$ cat src/rtl/bus_uart_responder_if.sv
// CPU-side bus of the UART responder: 8-bit data, parameterised address, combinational reads.
interface bus_uart_responder_if #(
  parameter int unsigned BUS_ADDRESS_WIDTH = 8
) ();
  logic [BUS_ADDRESS_WIDTH-1:0] address;
  logic                         write_enable;
  logic [7:0]                   write_data;
  logic [7:0]                   read_data;
  logic                         selected;

  modport master (
    output address,
    output write_enable,
    output write_data,
    input  read_data,
    input  selected
  );

  modport slave (
    input  address,
    input  write_enable,
    input  write_data,
    output read_data,
    output selected
  );
endinterface

$ cat src/rtl/bus_uart_responder.sv
// Memory-mapped 8N1 UART responder: TXDATA, RXDATA, STATUS, DIVISOR at BASE_ADDRESS+0..3.
// Bus reads are combinational; register writes, the serial line and irq are registered.
module bus_uart_responder #(
  parameter int unsigned                  BUS_ADDRESS_WIDTH = 8,
  parameter logic [BUS_ADDRESS_WIDTH-1:0] BASE_ADDRESS      = 8'hF0,
  parameter logic [7:0]                   DEFAULT_DIVISOR   = 8'd7
) (
  input  logic                clk,
  input  logic                rst_n,
  bus_uart_responder_if.slave bus,
  input  logic                uart_rx,
  output logic                uart_tx,
  output logic                irq
);

  typedef enum logic [1:0] {TxIdle, TxStart, TxData, TxStop} tx_state_e;
  typedef enum logic [1:0] {RxIdle, RxStart, RxData, RxStop} rx_state_e;

  localparam logic [7:0] MinDivisor = 8'd3;

  logic [1:0] offset;
  logic       wr_en, wr_div, tx_busy, tx_start;
  logic       clr_valid, clr_overrun, clr_frame_error;

  logic [7:0] txdata_q, rxdata_q, divisor_q;
  logic       rx_valid_q, rx_overrun_q, rx_frame_error_q, irq_q;
  logic       rx_valid_d, rx_overrun_d, rx_frame_error_d;

  tx_state_e  tx_state_q, tx_state_d;
  logic [7:0] tx_cnt_q, tx_cnt_d, tx_shift_q, tx_shift_d, tx_period_q, tx_period_d;
  logic [2:0] tx_bit_q, tx_bit_d;
  logic       tx_line_q, tx_line_d;

  rx_state_e  rx_state_q, rx_state_d;
  logic [7:0] rx_cnt_q, rx_cnt_d, rx_shift_q, rx_shift_d, rx_period_q, rx_period_d;
  logic [2:0] rx_bit_q, rx_bit_d;
  logic [8:0] rx_half;
  logic       rx_meta_q, rx_sync_q, rx_prev_q, rx_fall, rx_done, rx_accept;

  // Bus decode and register read mux
  assign bus.selected = (bus.address[BUS_ADDRESS_WIDTH-1:2]
                         == BASE_ADDRESS[BUS_ADDRESS_WIDTH-1:2]);
  assign offset          = bus.address[1:0];
  assign wr_en           = bus.write_enable & bus.selected;
  assign wr_div          = wr_en && (offset == 2'd3);
  assign tx_start        = wr_en && (offset == 2'd0) && (tx_state_q == TxIdle);
  assign clr_valid       = wr_en && (offset == 2'd2) && bus.write_data[1];
  assign clr_overrun     = wr_en && (offset == 2'd2) && bus.write_data[2];
  assign clr_frame_error = wr_en && (offset == 2'd2) && bus.write_data[3];

  always_comb begin
    bus.read_data = '0;
    if (bus.selected) begin
      case (offset)
        2'd0:    bus.read_data = txdata_q;
        2'd1:    bus.read_data = rxdata_q;
        2'd2:    bus.read_data = {4'b0, rx_frame_error_q, rx_overrun_q, rx_valid_q, tx_busy};
        default: bus.read_data = divisor_q;
      endcase
    end
  end

  // A completed frame wins over a same-cycle W1C clear.
  assign rx_accept        = rx_done & rx_sync_q & ~(rx_valid_q & ~clr_valid);
  assign rx_valid_d       = (rx_valid_q & ~clr_valid) | rx_accept;
  assign rx_overrun_d     = (rx_overrun_q & ~clr_overrun) | (rx_done & rx_sync_q & ~rx_accept);
  assign rx_frame_error_d = (rx_frame_error_q & ~clr_frame_error) | (rx_done & ~rx_sync_q);

  always_ff @(posedge clk) begin
    if (!rst_n) begin
      txdata_q         <= '0;
      rxdata_q         <= '0;
      divisor_q        <= DEFAULT_DIVISOR;
      rx_valid_q       <= 1'b0;
      rx_overrun_q     <= 1'b0;
      rx_frame_error_q <= 1'b0;
      irq_q            <= 1'b0;
      rx_meta_q        <= 1'b1;
      rx_sync_q        <= 1'b1;
      rx_prev_q        <= 1'b1;
    end else begin
      if (tx_start) txdata_q <= bus.write_data;
      if (rx_accept) rxdata_q <= rx_shift_q;
      if (wr_div) divisor_q <= (bus.write_data < MinDivisor) ? MinDivisor : bus.write_data;
      rx_valid_q       <= rx_valid_d;
      rx_overrun_q     <= rx_overrun_d;
      rx_frame_error_q <= rx_frame_error_d;
      irq_q            <= rx_valid_q | rx_overrun_q | rx_frame_error_q;
      rx_meta_q        <= uart_rx;
      rx_sync_q        <= rx_meta_q;
      rx_prev_q        <= rx_sync_q;
    end
  end

  // TX FSM: state register
  always_ff @(posedge clk) begin
    if (!rst_n) begin
      tx_state_q  <= TxIdle;
      tx_cnt_q    <= '0;
      tx_bit_q    <= '0;
      tx_shift_q  <= '0;
      tx_period_q <= '0;
      tx_line_q   <= 1'b1;
    end else begin
      tx_state_q  <= tx_state_d;
      tx_cnt_q    <= tx_cnt_d;
      tx_bit_q    <= tx_bit_d;
      tx_shift_q  <= tx_shift_d;
      tx_period_q <= tx_period_d;
      tx_line_q   <= tx_line_d;
    end
  end

  // TX FSM: next state; each level is held for tx_period_q+1 clocks
  always_comb begin
    tx_state_d  = tx_state_q;
    tx_cnt_d    = tx_cnt_q;
    tx_bit_d    = tx_bit_q;
    tx_shift_d  = tx_shift_q;
    tx_period_d = tx_period_q;
    tx_line_d   = tx_line_q;
    case (tx_state_q)
      TxIdle: begin
        tx_line_d = 1'b1;
        if (tx_start) begin
          tx_state_d  = TxStart;
          tx_cnt_d    = '0;
          tx_period_d = divisor_q;
          tx_shift_d  = bus.write_data;
          tx_line_d   = 1'b0;
        end
      end
      TxStart: begin
        if (tx_cnt_q == tx_period_q) begin
          tx_state_d = TxData;
          tx_cnt_d   = '0;
          tx_bit_d   = '0;
          tx_line_d  = tx_shift_q[0];
        end else begin
          tx_cnt_d = tx_cnt_q + 8'd1;
        end
      end
      TxData: begin
        if (tx_cnt_q == tx_period_q) begin
          tx_cnt_d = '0;
          if (tx_bit_q == 3'd7) begin
            tx_state_d = TxStop;
            tx_line_d  = 1'b1;
          end else begin
            tx_bit_d   = tx_bit_q + 3'd1;
            tx_shift_d = {1'b0, tx_shift_q[7:1]};
            tx_line_d  = tx_shift_q[1];
          end
        end else begin
          tx_cnt_d = tx_cnt_q + 8'd1;
        end
      end
      default: begin
        if (tx_cnt_q == tx_period_q) begin
          tx_state_d = TxIdle;
          tx_cnt_d   = '0;
          tx_line_d  = 1'b1;
        end else begin
          tx_cnt_d = tx_cnt_q + 8'd1;
        end
      end
    endcase
  end

  // TX/RX FSM outputs
  always_comb begin
    tx_busy = (tx_state_q != TxIdle);
    uart_tx = tx_line_q;
    irq     = irq_q;
  end

  // RX FSM: state register
  always_ff @(posedge clk) begin
    if (!rst_n) begin
      rx_state_q  <= RxIdle;
      rx_cnt_q    <= '0;
      rx_bit_q    <= '0;
      rx_shift_q  <= '0;
      rx_period_q <= '0;
    end else begin
      rx_state_q  <= rx_state_d;
      rx_cnt_q    <= rx_cnt_d;
      rx_bit_q    <= rx_bit_d;
      rx_shift_q  <= rx_shift_d;
      rx_period_q <= rx_period_d;
    end
  end

  assign rx_fall = rx_prev_q & ~rx_sync_q;
  assign rx_half = ({1'b0, rx_period_q} + 9'd1) >> 1;

  // RX FSM: next state; first sample lands mid start bit, then one sample per bit period
  always_comb begin
    rx_state_d  = rx_state_q;
    rx_cnt_d    = rx_cnt_q;
    rx_bit_d    = rx_bit_q;
    rx_shift_d  = rx_shift_q;
    rx_period_d = rx_period_q;
    rx_done     = 1'b0;
    case (rx_state_q)
      RxIdle: begin
        if (rx_fall) begin
          rx_state_d  = RxStart;
          rx_cnt_d    = '0;
          rx_period_d = divisor_q;
        end
      end
      RxStart: begin
        if ({1'b0, rx_cnt_q} == rx_half - 9'd1) begin
          rx_cnt_d   = '0;
          rx_bit_d   = '0;
          rx_state_d = rx_sync_q ? RxIdle : RxData;
        end else begin
          rx_cnt_d = rx_cnt_q + 8'd1;
        end
      end
      RxData: begin
        if (rx_cnt_q == rx_period_q) begin
          rx_cnt_d   = '0;
          rx_shift_d = {rx_sync_q, rx_shift_q[7:1]};
          if (rx_bit_q == 3'd7) begin
            rx_state_d = RxStop;
          end else begin
            rx_bit_d = rx_bit_q + 3'd1;
          end
        end else begin
          rx_cnt_d = rx_cnt_q + 8'd1;
        end
      end
      default: begin
        if (rx_cnt_q == rx_period_q) begin
          rx_state_d = RxIdle;
          rx_cnt_d   = '0;
          rx_done    = 1'b1;
        end else begin
          rx_cnt_d = rx_cnt_q + 8'd1;
        end
      end
    endcase
  end

endmodule

$ cat src/flat_wrapper.sv
// flat-port wrapper written by rule: the top's interface ports become plain ports
module bus_uart_responder_flat 
#(
  parameter int unsigned                  BUS_ADDRESS_WIDTH = 8,
  parameter logic [BUS_ADDRESS_WIDTH-1:0] BASE_ADDRESS      = 8'hF0,
  parameter logic [7:0]                   DEFAULT_DIVISOR   = 8'd7
)
  (clk, rst_n, uart_rx, uart_tx, irq, bus_address, bus_write_enable, bus_write_data, bus_read_data, bus_selected);
  bus_uart_responder_if #(.BUS_ADDRESS_WIDTH(BUS_ADDRESS_WIDTH)) bus_i ();
  input  logic clk;
  input  logic rst_n;
  input  logic uart_rx;
  output logic uart_tx;
  output logic irq;
  input wire logic [$bits(bus_i.address)-1:0] bus_address;
  input wire logic [$bits(bus_i.write_enable)-1:0] bus_write_enable;
  input wire logic [$bits(bus_i.write_data)-1:0] bus_write_data;
  output wire logic [$bits(bus_i.read_data)-1:0] bus_read_data;
  output wire logic [$bits(bus_i.selected)-1:0] bus_selected;
  assign bus_i.address = bus_address;
  assign bus_i.write_enable = bus_write_enable;
  assign bus_i.write_data = bus_write_data;
  assign bus_read_data = bus_i.read_data;
  assign bus_selected = bus_i.selected;
  bus_uart_responder #(.BUS_ADDRESS_WIDTH(BUS_ADDRESS_WIDTH), .BASE_ADDRESS(BASE_ADDRESS), .DEFAULT_DIVISOR(DEFAULT_DIVISOR)) u_core (.clk(clk), .rst_n(rst_n), .bus(bus_i), .uart_rx(uart_rx), .uart_tx(uart_tx), .irq(irq));
endmodule
$ cat config.mk
export PLATFORM = sky130hd
export DESIGN_NAME = bus_uart_responder_flat
export DESIGN_NICKNAME = d
export VERILOG_FILES = /design/src/rtl/bus_uart_responder_if.sv /design/src/rtl/bus_uart_responder.sv /design/src/flat_wrapper.sv
export SDC_FILE = /design/constraint.sdc
export NUM_CORES = 1
export LEC_CHECK = 0
export CAP_MARGIN = 40
export CELL_PAD_IN_SITES_DETAIL_PLACEMENT = 1
export CELL_PAD_IN_SITES_GLOBAL_PLACEMENT = 1
export CORE_ASPECT_RATIO = 0.75
export CORE_MARGIN = 2
export CORE_UTILIZATION = 42
export CTS_CLUSTER_SIZE = 30
export DETAILED_ROUTE_END_ITERATION = 6
export MAX_ROUTING_LAYER = met4
export PLACE_DENSITY_LB_ADDON = 0.08
export SETUP_SLACK_MARGIN = 0.4
export SYNTH_ARGS = -nofsm -noshare
export SYNTH_HDL_FRONTEND = slang
export SYNTH_SLANG_ARGS = --single-unit
$ cat constraint.sdc
create_clock -name clk -period 2.84 [get_ports clk]
set_input_delay 0.852 -clock clk [delete_from_list [all_inputs] [get_ports clk]]
set_output_delay 0.852 -clock clk [all_outputs]
set_load 0.1 [all_outputs]
==> metrics.yaml, run 1 <==
clock_network:
  path_clk_slew_ns: 0.07
  cts_buffers: 9
  clkLatencyLatePin_ns: 0.35
  postCtsHoldBufs: 0
  clock_path_buffers: 2
  clock_sinks: 90
  tritoncts: "built"
  h-tree-depth: 3
  clockRootBuffer: "clkbuf_16"
detailed_routing:
  antenna_left: 0
  num_vias: 4432
  wire_per_inst_um: 18.9
  vias_per_cell: 5.51
  drc: 0
  wl_mm: 15.2
  first_pass_iters: 4
  drt_iter0_drc: 215
logic_synthesis:
  synth.top_cell.area_share_pct: 35.2
  synthFlopType: "dfxtp_1"
  async_reset_ff_share_pct: 0
  mappedNetlistNets: 615
  synthAdderAreaFrac_pct: 2.93
  synth_top_family_by_area: "simple AND/OR/NAND/NOR gates"
  yosysSeqAreaShare_pct: 35.2
  yosysMostFrequentCell: "dfxtp_1"
  synth.area.mux_share_pct: 8.57
  yosys_warnings: 0
  syn_area_mm2: 0.00512
  ys_types: 72
  ys_ff_latch: 90
  synth_area_per_cell_um2: 8.79
  synth_compound_area_share_pct: 17.6
  synth_top_cell_by_area: "dfxtp_1"
  synth-simple-area-share_pct: 24.9
  synth_edf_count: 0
  synth.area.top_cells: "dfxtp_1 35%, mux2i_1 7.0%, nand2_1 5.8%"
  synthCells: 583
  synthTopCellsByCount: "90 x dfxtp_1, 79 x nand2_1, 36 x mux2i_1"
  synth_xor_area_share_pct: 6.15
die:
  dieArea_mm2: 0.0131
  rows: 34
  start_util_pct: 43.6
  fp.dieW_um: 132
  core_area_mm2: 0.0117
  io_pins: 31
  die_y_um: 99.7
timing:
  hold_viol: 0
  finalCritPeriodShare_pct: 102
  max_slew_margin_pct: 42.8
  rsz0062_at_grt: "true"
  setup_ws_ns: -0.0652
  period_minus_slack_ns: 2.91
  setup_viol_count_final: 8
  fmaxAchievable_mhz: 344
  maxSlewViolCount: 0
  setup_tns_ns: -0.298
  fin_skew_ns: 0.00542
  worstMarginPinSlew_ns: 0.851
power_and_ir_drop:
  powerDensity_mw_per_mm2: 450
  p_seq_share_pct: 44.0
  p_sw_mw: 0.862
  p_int_mw: 2.14
  total_power_mw: 3.00
  p_comb_share_pct: 16.0
  p_leak_nw: 2.56
  p_sw_share_pct: 28.7
  vdd_drop_max_mv: 0.316
  clkPwrFrac_pct: 39.9
critical_path:
  critPathCaptureType: "primary output"
  ff2ff_path_depth: 9
  path_class: "in -> out"
  crit_end: "bus_read_data[2]"
  reg2reg_slack_ns: 0.18
  cp_max_fo: 6
  arrival_ns: 2.05
  cp.required_ns: 1.99
  critPathLaunchType: "input port"
  startpoint: "bus_address[2]"
  r2r-start: "u_core.rx_period_q[0]"
  worstReg2RegEnd: "u_core.rx_bit_q[0]"
final_layout:
  antenna_cells: 0
  fill_cells: 1352
  nets: 669
  final_cell_area_mm2: 0.00667
  area_growth_syn_to_layout_pct: 30.1
  layout-drive-gt1-share_pct: 25.9
run_status:
  status: "complete, but fails checks"
  violations: "negative setup slack"
grt:
  grt_pass1_wl_mm: 24.8
  antenna_found_initial: 0
  grt_pass1_vias: 4681
  grt_max_degree: 34
  grt_usage_pct: 24.5
  grt-ovfl-total: 0
place:
  numPortBuffers: 30
  gp_congestion: 0.814
  hpwl_mm: 10.3
  dpl-instance-area_mm2: 0.00586
job:
  drv_cap: 0
worst_hold_path:
  min_path_type: "reg -> reg"
## per-layer routing
metal	GRT usage (%)	part of all wire [%]	vias to the layer above	wire length (µm)
met1	31.4	48	2184	7280
met2	40.0	48	67	7290
met5	-	0	-	0
met3	4.94	3.0	16	454
li1	-	-	2165	-
met4	5.69	1.2	0	189
## registers in the layout, indices dropped and copies added (netlist names), 2 cells and up
signal,flops
u_core.divisor_q,8
u_core.rx_bit_q,3
u_core.rx_cnt_q,8
u_core.rx_period_q,8
u_core.rx_shift_q,8
u_core.rx_state_q,2
u_core.rxdata_q,8
u_core.tx_bit_q,3
u_core.tx_cnt_q,8
u_core.tx_period_q,8
u_core.tx_shift_q,8
u_core.tx_state_q,2
u_core.txdata_q,8
## power by group through the flow
stage	combinational, mW	clock (mW)	sequential [mW]
6_report	0.481	1.20	1.32
3_3_place_gp	0.353	0	1.35
5_1_grt	0.518	1.27	1.32
2_1_floorplan	0.249	0	1.34
4_1_cts	0.449	1.23	1.32
3_5_place_dp	0.367	0	1.35
## critical path, cell delays in order
cell and delay, ns:
buf_6 0.09, or4_4 0.60, clkinvlp_4 0.17, and2_4 0.17, buf_12 0.17
## kinds of logic (layout without fill, tap and decap cells)
family                     Yosys count  count (layout)
AOI/OAI and AO/OA                  117             117
xor gates and xnor gates            36              36
adders and majority gates           12              12
buffers and inverters               52             111
DFF                                 90              90
muxes                               40              40
and+or+nand+nor                    236             236
## how the worst min path moves through the flow
stage | slack [ns] | cells past startpoint | from | to
2_1_floorplan | 0.39 | 1 | u_core.rx_meta_q | u_core.rx_sync_q
3_3_place_gp | 0.39 | 1 | u_core.rx_meta_q | u_core.rx_sync_q
3_5_place_dp | 0.40 | 1 | u_core.rx_meta_q | u_core.rx_sync_q
4_1_cts | 0.42 | 1 | u_core.rx_meta_q | u_core.rx_sync_q
5_1_grt | 0.43 | 1 | u_core.rx_meta_q | u_core.rx_sync_q
6_report | 0.42 | 1 | u_core.rx_meta_q | u_core.rx_sync_q
## stage by stage
| stage | utilization [%] | worst slack, ns | hold WS [ns] | instances |
|---|---|---|---|---|
| after detailed placement | 49.9 | -0.483 | 0.403 | 767 |
| after global placement | 49.9 | -0.453 | 0.391 | 767 |
| after global routing | 56.8 | -0.0945 | 0.433 | 804 |
| final | 56.8 | -0.0652 | 0.419 | 804 |
| after floorplan | - | -0.354 | 0.386 | 583 |
| after CTS | 55.2 | -0.0485 | 0.421 | 799 |
## layout make-up
class	instances	area, µm²	share of cell area (%)
multi-input combinational	441	3420	51.3
timing repair buffer	84	895	13.4
sequential	90	1810	27.1
tap	162	203	3.04
clock inverter	7	71.3	1.07
clock buffer	9	225	3.38
inverter	11	47.5	0.713
## cell usage in the layout, fill, tap and decap left out, types with 13 or more instances in the layout
cell / netlist / routed
nor2_1: 28 / 15
xor2_1: 17 / 16
buf_4: 1 / 41
a21boi_0: 34 / 20
a21boi_1: 1 / 14
xnor2_1: 19 / 17
nand3_1: 14 / 14
mux2i_1: 36 / 34
nor2b_1: 34 / 33
buf_12: 0 / 13
nand2_1: 79 / 78
dfxtp_1: 90 / 87
## timing repair
item / CTS / global route
pin swaps: 27 / 13
setup buffers: 13 / 5
cloned: 3 / 0
resized for setup: 75 / 47
setup endpoints to repair: 76 / 67
Power figures use the tool's default switching activity.
==> inputs of run 2 (changes only) <==
--- a/config.mk
+++ b/config.mk
@@ -11,8 +11,10 @@
 export CORE_ASPECT_RATIO = 0.75
 export CORE_MARGIN = 2
 export CORE_UTILIZATION = 42
+export CTS_BUF_LIST = sky130_fd_sc_hd__clkbuf_16
 export CTS_CLUSTER_SIZE = 30
 export DETAILED_ROUTE_END_ITERATION = 6
+export GPL_ROUTABILITY_DRIVEN = 1
 export MAX_ROUTING_LAYER = met4
 export PLACE_DENSITY_LB_ADDON = 0.08
 export SETUP_SLACK_MARGIN = 0.4
==> results of run 2 <==
The final DEF is identical to that of run 1; final timing and power are the same.
==> inputs of run 3 (changes only) <==
--- a/config.mk
+++ b/config.mk
@@ -8,7 +8,6 @@
 export CAP_MARGIN = 40
 export CELL_PAD_IN_SITES_DETAIL_PLACEMENT = 1
 export CELL_PAD_IN_SITES_GLOBAL_PLACEMENT = 1
-export CORE_ASPECT_RATIO = 0.75
 export CORE_MARGIN = 2
 export CORE_UTILIZATION = 42
 export CTS_BUF_LIST = sky130_fd_sc_hd__clkbuf_16
@@ -18,6 +17,7 @@
 export MAX_ROUTING_LAYER = met4
 export PLACE_DENSITY_LB_ADDON = 0.08
 export SETUP_SLACK_MARGIN = 0.4
+export SLEW_MARGIN = 20
 export SYNTH_ARGS = -nofsm -noshare
 export SYNTH_HDL_FRONTEND = slang
 export SYNTH_SLANG_ARGS = --single-unit
==> run 3 against run 2 <==
Against the previous run:
- the run still ends with negative setup slack left
- worst setup slack improved by 0.023 ns
- sequential cell count unchanged
- final cell count decreased by 1.9%
- critical path type unchanged
- utilization shrank 1.4 points
- register-to-register slack better by 0.02 ns
- clock-buffer cell count unchanged
- routed wire length decreased by 4.6%
- maximum frequency grew 0.81%
- sequential power hardly changed
- global-route usage is 0.29 points lower
- highest routed layer unchanged
- largest power group unchanged
- largest cell class unchanged
- via count shrank 0.50%
- critical path depth did not move
==> metrics.yaml, run 3 (synthesis gave the netlist of run 1 again) <==
detailed_routing:
  drt_iter0_drc: 195
  first_pass_iters: 4
  vias_per_cell: 5.59
  antenna_left: 0
  wire_per_inst_um: 18.4
  drc: 0
  num_vias: 4410
  wl_mm: 14.5
worst_hold_path:
  hold_path.startpoint: "u_core.rx_meta_q"
  min_path_type: "reg -> reg"
die:
  die_y_um: 114
  fp.dieW_um: 114
  dieArea_mm2: 0.0131
  io_pins: 31
  rows: 40
  start_util_pct: 42.8
  core_area_mm2: 0.0120
run_status:
  status: "complete, but fails checks"
  violations: "negative setup slack"
final_layout:
  layout_common_cells: "86 x dfxtp_1, 78 x nand2_1, 40 x buf_4, 36 x mux2i_1, 33 x nor2b_1"
  area_growth_syn_to_layout_pct: 29.2
  fin_cells: 789
  layout-drive-gt1-share_pct: 25.7
  fill_cells: 1325
  ff_latch_area_mm2: 0.00181
  multiInputGateArea_mm2: 0.00339
  nets: 669
  final_cell_area_mm2: 0.00662
  antenna_cells: 0
  final_common_cell: "dfxtp_1"
clock_network:
  cts_buffers: 9
  h-tree-depth: 3
  clkLatencyLatePin_ns: 0.35
  clockRootBuffer: "clkbuf_16"
  clock_sinks: 90
  tritoncts: "built"
  clock_path_buffers: 2
  path_clk_slew_ns: 0.07
  postCtsHoldBufs: 0
grt:
  grt_pass1_vias: 4629
  grt-ovfl-total: 0
  antenna_found_initial: 0
  grt_pass1_wl_mm: 24.4
  grt_usage_pct: 24.2
  grt_max_degree: 34
power_and_ir_drop:
  clkPwrFrac_pct: 40.7
  vdd_drop_max_mv: 0.333
  p_leak_nw: 2.56
  p_seq_share_pct: 43.7
  powerDensity_mw_per_mm2: 456
  p_sw_share_pct: 26.8
  p_sw_mw: 0.810
  p_int_mw: 2.21
  p_comb_share_pct: 15.6
timing:
  hold_viol: 0
  period_minus_slack_ns: 2.88
  fmaxAchievable_mhz: 347
  fin_skew_ns: 0.00802
  setup_viol_count_final: 7
  finalCritPeriodShare_pct: 101
  setup_ws_ns: -0.0419
  maxSlewViolCount: 0
  max_slew_margin_pct: 59.5
  worstMarginPinSlew_ns: 0.606
  rsz0062_at_grt: "true"
place:
  numPortBuffers: 30
  hpwl_mm: 10.0
  dpl.cell_count: 751
  gp_congestion: 0.874
  dpl-instance-area_mm2: 0.00583
job:
  drv_cap: 0
critical_path:
  startpoint: "bus_address[3]"
  critPathLaunchType: "input port"
  arrival_ns: 2.03
  crit_chain: "buf_6 -> or4_4 -> buf_4 -> nor2_4 -> buf_12"
  cp.required_ns: 1.99
  cp_max_fo: 6
  cp_slowest_cell: "or4_4"
  r2r-start: "u_core.rx_period_q[1]"
  path_class: "in -> out"
  cpPeakStageDelay_ns: 0.60
  critPathCaptureType: "primary output"
==> run 3: cell count changes in the layout (fill, tap and decap cells not counted), moves of 3 or more <==
cell,change
nor2_4,-5
nor2_2,+4
a21boi_2,+3
buf_2,+3
buf_6,-3
clkinvlp_4,+3
o21ai_1,+3
==> run 3: what timing repair did <==
item	CTS	global route
setup buffers	14	5
setup endpoints to repair	68	66
cloned	2	0
pin swaps	25	10
resized for setup	68	45
==> run 3: stage by stage <==
stage	hold slack, ns	setup WS [ns]	util (%)	power, mW	setup TNS (ns)
3_3_place_gp	0.392	-0.452	48.7	1.70	-16.30
2_1_floorplan	0.386	-0.354	-	1.59	-3.06
4_1_cts	0.413	-0.0286	54.0	3.01	-0.0942
5_1_grt	0.427	-0.0641	55.4	3.13	-0.387
6_report	0.411	-0.0419	55.4	3.02	-0.196
3_5_place_dp	0.406	-0.459	48.7	1.71	-17.72
==> run 3: layout make-up <==
| cell class | count | share of cell area (%) |
|---|---|---|
| Clock buffer | 9 | 3.40 |
| Clock inverter | 7 | 1.19 |
| Inverter | 11 | 0.718 |
| Multi-Input combinational cell | 441 | 51.1 |
| Sequential cell | 90 | 27.3 |
| Tap cell | 147 | 2.78 |
| Timing Repair Buffer | 84 | 13.5 |
==> run 3: worst paths after layout <==
path	endpoint	slack (ns)	cells after the start
max reg2reg	u_core.rx_bit_q[2]	0.20	10
max	bus_read_data[7]	-0.04	5
min reg2reg	u_core.rx_sync_q	0.41	1
min	u_core.rx_sync_q	0.41	1
==> run 3: layer usage <==
metal | vias up | share of wire [%] | track usage, %
met5 | - | 0 | -
li1 | 2159 | - | -
met3 | 20 | 3.0 | 4.87
met4 | 0 | 2.0 | 8.29
met1 | 2169 | 46 | 30.3
met2 | 62 | 49 | 39.0
==> run 3: power groups by stage <==
| stage | registers, mW | clock network [mW] | logic (mW) |
|---|---|---|---|
| 4_1_cts | 1.32 | 1.26 | 0.433 |
| 2_1_floorplan | 1.34 | 0 | 0.249 |
| 6_report | 1.32 | 1.23 | 0.471 |
| 3_5_place_dp | 1.35 | 0 | 0.361 |
| 3_3_place_gp | 1.35 | 0 | 0.350 |
| 5_1_grt | 1.32 | 1.30 | 0.510 |
==> run 3: worst max-delay path, delay by kind of cell <==
family                 cells  cell delay [ns]
and+or+nand+nor            2             0.72
buffers and inverters      3             0.46
